### config.mk
export PLATFORM = sky130hd
export DESIGN_NAME = guess_judge_flat
export DESIGN_NICKNAME = d
export VERILOG_FILES = /design/src/rtl/guess_pkg.sv /design/src/rtl/guess_judge_if.sv /design/src/rtl/guess_judge_target_mapper.sv /design/src/rtl/guess_judge.sv /design/src/flat_wrapper.sv
export SDC_FILE = /design/constraint.sdc
export NUM_CORES = 1
export LEC_CHECK = 0
export BUFFER_PORTS_ARGS = -buffer_cell sky130_fd_sc_hd__buf_4
export CAP_MARGIN = 20
export CORE_ASPECT_RATIO = 0.8
export CORE_UTILIZATION = 45
export DETAILED_ROUTE_END_ITERATION = 6
export PLACE_DENSITY = 0.73
export SYNTH_ARGS = -nofsm -noshare
export SYNTH_HDL_FRONTEND = slang
export SYNTH_SLANG_ARGS = --single-unit
### constraint.sdc
create_clock -name clk -period 1.8 [get_ports clk]
set_input_delay 0.54 -clock clk [delete_from_list [all_inputs] [get_ports clk]]
set_output_delay 0.54 -clock clk [all_outputs]
set_load 0.02 [all_outputs]
### src/rtl/guess_pkg.sv
// rtl/guess_pkg.sv - shared types and constants for the number-guessing game logic
// Purpose: FSM state encoding, result codes and the default target magnitude bound.
// Ports: none (package).
package guess_pkg;

  typedef enum logic [2:0] {
    IDLE = 3'd0,
    DRAW = 3'd1,
    PLAY = 3'd2,
    WON  = 3'd3,
    LOST = 3'd4
  } state_t;

  localparam logic [1:0] RES_OOR  = 2'b00;
  localparam logic [1:0] RES_LOW  = 2'b01;
  localparam logic [1:0] RES_HIGH = 2'b10;
  localparam logic [1:0] RES_HIT  = 2'b11;

  localparam int RANGE_MAX_DEFAULT = 99;

endpackage

### src/rtl/guess_judge_if.sv
// rtl/guess_judge_if.sv - PRNG/player/game-status signal bundle for guess_judge
// Purpose: groups the PRNG byte, player controls and game status outputs.
// Ports (slave = judge side):
//   prn[7:0], new_game, guess_valid, guess[7:0]        into the judge
//   target[7:0], result[1:0], result_valid, tries[3:0],
//   busy, won, lost                                      out of the judge
interface guess_judge_if;
  logic [7:0] prn;
  logic       new_game;
  logic       guess_valid;
  logic [7:0] guess;
  logic [7:0] target;
  logic [1:0] result;
  logic       result_valid;
  logic [3:0] tries;
  logic       busy;
  logic       won;
  logic       lost;

  modport master (
    output prn, new_game, guess_valid, guess,
    input  target, result, result_valid, tries, busy, won, lost
  );

  modport slave (
    input  prn, new_game, guess_valid, guess,
    output target, result, result_valid, tries, busy, won, lost
  );
endinterface

### src/rtl/guess_judge_target_mapper.sv
// rtl/guess_judge_target_mapper.sv - combinational PRNG byte to signed target mapping
// Purpose: rejection-sampling front end; accepts prn in 0..2*RANGE_MAX and
//          offsets it to the signed range -RANGE_MAX..+RANGE_MAX.
// Ports:
//   prn[7:0]    in   unsigned pseudo-random byte
//   accept      out  prn is usable this cycle
//   target[7:0] out  signed target (valid only when accept)
module target_mapper
  import guess_pkg::*;
#(
  parameter int RANGE_MAX = RANGE_MAX_DEFAULT
) (
  input  logic [7:0] prn,
  output logic       accept,
  output logic [7:0] target
);

  localparam logic [8:0] SPAN = 9'(2 * RANGE_MAX);
  localparam logic [7:0] OFFS = 8'(RANGE_MAX);

  // Unsigned compare in 9 bits so SPAN values above 255 cannot wrap.
  assign accept = ({1'b0, prn} <= SPAN);

  // For every accepted prn the true difference lies in -RANGE_MAX..+RANGE_MAX,
  // which fits in 8-bit two's complement, so the modulo-256 result is exact.
  assign target = prn - OFFS;

endmodule

### src/rtl/guess_judge.sv
// rtl/guess_judge.sv - guessing-game judge: target draw, guess comparison, try counting
// Purpose: on new_game draws a signed target from the PRNG stream, then grades
//          guesses as out-of-range / too low / too high / correct until the game
//          is won or the try limit is reached.
// Ports:
//   clk     in  system clock, rising edge
//   reset   in  asynchronous active-high reset
//   bus     slave modport of guess_judge_if (prn, new_game, guess_valid, guess,
//           target, result, result_valid, tries, busy, won, lost)
module guess_judge
  import guess_pkg::*;
#(
  parameter int MAX_TRIES = 7,
  parameter int RANGE_MAX = RANGE_MAX_DEFAULT
) (
  input  logic          clk,
  input  logic          reset,
  guess_judge_if.slave  bus
);

  localparam logic signed [8:0] LIM       = 9'(RANGE_MAX);
  localparam logic        [3:0] TRY_LIMIT = 4'(MAX_TRIES);

  state_t      state;
  logic [7:0]  target_q;
  logic [1:0]  result_q;
  logic        result_valid_q;
  logic [3:0]  tries_q;
  logic        busy_q;
  logic        won_q;
  logic        lost_q;

  logic        map_accept;
  logic [7:0]  map_target;

  target_mapper #(.RANGE_MAX(RANGE_MAX)) u_mapper (
    .prn    (bus.prn),
    .accept (map_accept),
    .target (map_target)
  );

  // Comparator: everything widened to 9-bit signed so -128..127 guesses and
  // the +/-RANGE_MAX bounds compare without overflow.
  logic signed [8:0] guess_s;
  logic signed [8:0] target_s;
  logic              guess_oor;
  logic              guess_low;
  logic              guess_high;
  logic [3:0]        tries_inc;

  assign guess_s    = $signed({bus.guess[7], bus.guess});
  assign target_s   = $signed({target_q[7], target_q});
  assign guess_oor  = (guess_s > LIM) || (guess_s < -LIM);
  assign guess_low  = (guess_s < target_s);
  assign guess_high = (guess_s > target_s);
  assign tries_inc  = (tries_q == 4'hF) ? 4'hF : tries_q + 4'd1;

  always_ff @(posedge clk or posedge reset) begin
    if (reset) begin
      state          <= IDLE;
      target_q       <= 8'd0;
      result_q       <= RES_OOR;
      result_valid_q <= 1'b0;
      tries_q        <= 4'd0;
      busy_q         <= 1'b0;
      won_q          <= 1'b0;
      lost_q         <= 1'b0;
    end else begin
      result_valid_q <= 1'b0;
      // new_game wins over everything, including a same-cycle guess.
      if (bus.new_game) begin
        state   <= DRAW;
        busy_q  <= 1'b1;
        tries_q <= 4'd0;
        won_q   <= 1'b0;
        lost_q  <= 1'b0;
      end else begin
        case (state)
          DRAW: begin
            // Rejected bytes simply retry on the next PRNG value.
            if (map_accept) begin
              target_q <= map_target;
              state    <= PLAY;
              busy_q   <= 1'b0;
            end
          end
          PLAY: begin
            if (bus.guess_valid) begin
              result_valid_q <= 1'b1;
              if (guess_oor) begin
                result_q <= RES_OOR;
              end else begin
                tries_q <= tries_inc;
                if (guess_low) begin
                  result_q <= RES_LOW;
                end else if (guess_high) begin
                  result_q <= RES_HIGH;
                end else begin
                  result_q <= RES_HIT;
                end
                // A hit takes precedence over running out of tries.
                if (!guess_low && !guess_high) begin
                  state <= WON;
                  won_q <= 1'b1;
                end else if (tries_inc == TRY_LIMIT) begin
                  state  <= LOST;
                  lost_q <= 1'b1;
                end
              end
            end
          end
          default: ;
        endcase
      end
    end
  end

  assign bus.target       = target_q;
  assign bus.result       = result_q;
  assign bus.result_valid = result_valid_q;
  assign bus.tries        = tries_q;
  assign bus.busy         = busy_q;
  assign bus.won          = won_q;
  assign bus.lost         = lost_q;

endmodule

### src/flat_wrapper.sv
// flat-port wrapper written by rule: the top's interface ports become plain ports
module guess_judge_flat import guess_pkg::*;
#(
  parameter int MAX_TRIES = 7,
  parameter int RANGE_MAX = RANGE_MAX_DEFAULT
)
  (clk, reset, bus_prn, bus_new_game, bus_guess_valid, bus_guess, bus_target, bus_result, bus_result_valid, bus_tries, bus_busy, bus_won, bus_lost);
  guess_judge_if bus_i ();
  input  logic clk;
  input  logic reset;
  input wire logic [$bits(bus_i.prn)-1:0] bus_prn;
  input wire logic [$bits(bus_i.new_game)-1:0] bus_new_game;
  input wire logic [$bits(bus_i.guess_valid)-1:0] bus_guess_valid;
  input wire logic [$bits(bus_i.guess)-1:0] bus_guess;
  output wire logic [$bits(bus_i.target)-1:0] bus_target;
  output wire logic [$bits(bus_i.result)-1:0] bus_result;
  output wire logic [$bits(bus_i.result_valid)-1:0] bus_result_valid;
  output wire logic [$bits(bus_i.tries)-1:0] bus_tries;
  output wire logic [$bits(bus_i.busy)-1:0] bus_busy;
  output wire logic [$bits(bus_i.won)-1:0] bus_won;
  output wire logic [$bits(bus_i.lost)-1:0] bus_lost;
  assign bus_i.prn = bus_prn;
  assign bus_i.new_game = bus_new_game;
  assign bus_i.guess_valid = bus_guess_valid;
  assign bus_i.guess = bus_guess;
  assign bus_target = bus_i.target;
  assign bus_result = bus_i.result;
  assign bus_result_valid = bus_i.result_valid;
  assign bus_tries = bus_i.tries;
  assign bus_busy = bus_i.busy;
  assign bus_won = bus_i.won;
  assign bus_lost = bus_i.lost;
  guess_judge #(.MAX_TRIES(MAX_TRIES), .RANGE_MAX(RANGE_MAX)) u_core (.clk(clk), .reset(reset), .bus(bus_i));
endmodule
==> impl_metrics.tcl <==
set metrics [dict create \
    antenna_found_initial 0 \
    worst_clock_skew_ps 2.979 \
    path_clk_slew_ps 80 \
    gr-total-overflow 0 \
    grt_pass1_wl_um 5382 \
    grt_use_total_pct 22.55 \
    ir_drop_uv 493.9 \
    final_common_cell "buf_4" \
    drv_slew 0 \
    cts_buffers 3 \
    cts_tree "yes" \
    drt_first_pass_iters 4 \
    path_max_fanout 3 \
    ys_ff_latch 21 \
    vias 1252 \
    clkLatencyLatePin_ps 270 \
    synth_cells 137 \
    syn_avg_cell_area_um2 9.717 \
    maxSlewHeadroom_pct 68.78 \
    final_area_um2 1953 \
    grt_pass1_vias 1175 \
    worstMarginPinSlew_ps 468.3 \
    worstPathArrival_ps 2130 \
    synth.distinct_cells 47 \
    power.leakage_nw 0.9619 \
    hold_viol 0 \
    syn_area_um2 1331 \
    numPortBuffers 37 \
    dieArea_um2 3181 \
    rows 17 \
    die_y_um 50.65 \
    grt_use_met1_pct 29.00 \
    maxCapViolCount 0 \
    place_congestion 0.8153 \
    drive_gt1_share_pct 41.46 \
    area.growth.synth_to_final_pct 46.71 \
    core_um2 2786 \
    cp-end-kind "register" \
    grt.busiest_layer "met2" \
    use_met3_pct 5.682 \
    drt_iter0_markers 52 \
    nNetsFinal 237 \
    start_kind "register" \
    mostFrequentLayoutCells "buf_4 (66), dfrtp_1 (20), inv_1 (13)" \
    drt-total-wl_um 3346 \
    cp.required_ps 1960 \
    dp_hpwl_um 2543 \
    dpl_worst_slack_ps -411.9 \
    diodes 0 \
    layout.cells.non_filler 243 \
    root_buffer "clkbuf_8" \
    dpl_cell_area_um2 1836 \
    setup_ws_ps -168.0 \
    max_freq_mhz 508.1 \
    hp-class "in -> async" \
    placed_cells 232 \
    clock_sinks 21 \
    cts_max_level 1 \
    status "complete, but fails checks" \
    path_class "reg -> reg" \
    clockBufferDepth 2 \
    met2_usage_pct 36.23 \
    synth_nets 168 \
    die_x_um 62.81 \
    grt_max_degree 15 \
    antenna_left 0 \
    final.period_utilization_pct 109.3 \
    holdWs_ps 224.2 \
    drc_errors 0 \
    yosysSeqAreaShare_pct 39.47 \
    start_util_pct 47.78 \
    setup_viol_count_final 5 \
    async_reset_ff_share_pct 100.0 \
    wl_per_cell_um 13.77 \
    violations "setup timing" \
    fin_crit_ps 1968 \
    pin_count 38 \
    rsz0062_at_grt "true" \
    power_density_nw_per_um2 849.4 \
    synth_flop_cell "dfrtp_1" \
    vias_per_cell 5.152 \
    synth_edf_count 0 \
    synth.yosys.warnings 0 \
]
[layout make-up]
cell class | count | area, um2
Fill cell | 226 | 833.3
Multi-Input combinational cell | 98 | 770.7
Sequential cell | 21 | 526.8
Timing Repair Buffer | 67 | 506.7
Inverter | 15 | 56.30
Tap cell | 38 | 47.55
Clock buffer | 4 | 45.04
[critical path, cell delays in order (launching register included)]
cell and delay, ps:
dfrtp_2 420, inv_2 80, ha_4 200, a21o_1 180, a2111oi_4 340, a31oi_2 160
nand4b_1 250, and3b_1 230
[what timing repair did]
action / 4_1_cts / 5_1_grt
hold buffers: 0 / 0
endpoints found under the setup margin: 4 / 8
resized for setup: 1 / 5
pin swaps: 5 / 6
setup buffers: 2 / 5
[cells in the mapped netlist (2+ instances only)]
master    instances  area share (%)
a21o_1            2             1.1
a21oi_1          11             4.1
a311oi_2          2             2.3
and3_1            2            0.94
and3b_1           2             1.3
dfrtp_1          21              39
ha_1             11              10
inv_1            14             3.9
nand2_1          11             3.1
nand3_1           2            0.75
nand4_1           2            0.94
nor2_1            6             1.7
nor2b_1           3             1.4
nor3_1            4             1.5
o21ai_1           6             2.3
or2_1             2            0.94
xnor2_1           3             2.0
xor2_1            4             2.6
[stage by stage]
stage | power, W | util (%) | TNS [ps]
2_1_floorplan | 0.0009962 | - | -121.8
3_3_place_gp | 0.001284 | 65.87 | -2648
3_5_place_dp | 0.001304 | 65.87 | -3787
4_1_cts | 0.001637 | 68.25 | -586.6
5_1_grt | 0.001765 | 70.09 | -896.2
6_report | 0.001659 | 70.09 | -520.8
[state kept, by name, summed over array words and instances (netlist names)]
signal and cells:
u_core.bus.won 1, u_core.bus.result 2, u_core.bus.busy 1, u_core.bus.lost 1, u_core.state 3, u_core.bus.result_valid 1, u_core.bus.target 8, u_core.bus.tries 4
[power by group]
| part | internal (W) | total, W | switching, W |
|---|---|---|---|
| Clock | 0.000158 | 0.000317 | 0.000158 |
| Sequential | 0.000553 | 0.000606 | 0.0000532 |
| Combinational | 0.000356 | 0.000736 | 0.000380 |
[worst paths after layout]
| kind | start | to | slack, ps | depth (start not counted) |
|---|---|---|---|---|
| max | u_core.bus.target[5] | u_core.state[1] | -170 | 7 |
| max reg2reg | u_core.bus.target[5] | u_core.state[1] | -170 | 7 |
| min | reset | u_core.bus.target[2] | 220 | 2 |
| min in group clk | u_core.bus.result[1] | u_core.bus.result[1] | 480 | 2 |
| max in group asynchronous | reset | u_core.state[0] | 1070 | 3 |
| min reg2reg | u_core.bus.result[1] | u_core.bus.result[1] | 480 | 2 |
[cells by family after synthesis]
logic type | Yosys count | share of synthesized area [%]
simple gates | 45 | 20.58
compound gates | 34 | 18.42
flops | 21 | 39.47
buf+inv | 18 | 5.732
fa+ha+maj | 11 | 10.34
xor+xnor | 7 | 4.605
mux | 1 | 0.8458
[metal layers]
metal | share of wire [%] | routed length [um]
met1 | 46 | 1545
met4 | 1.9 | 62
met5 | 0 | 0
met3 | 4.3 | 143
met2 | 48 | 1594
No activity file was read; power rests on OpenSTA's default activity.
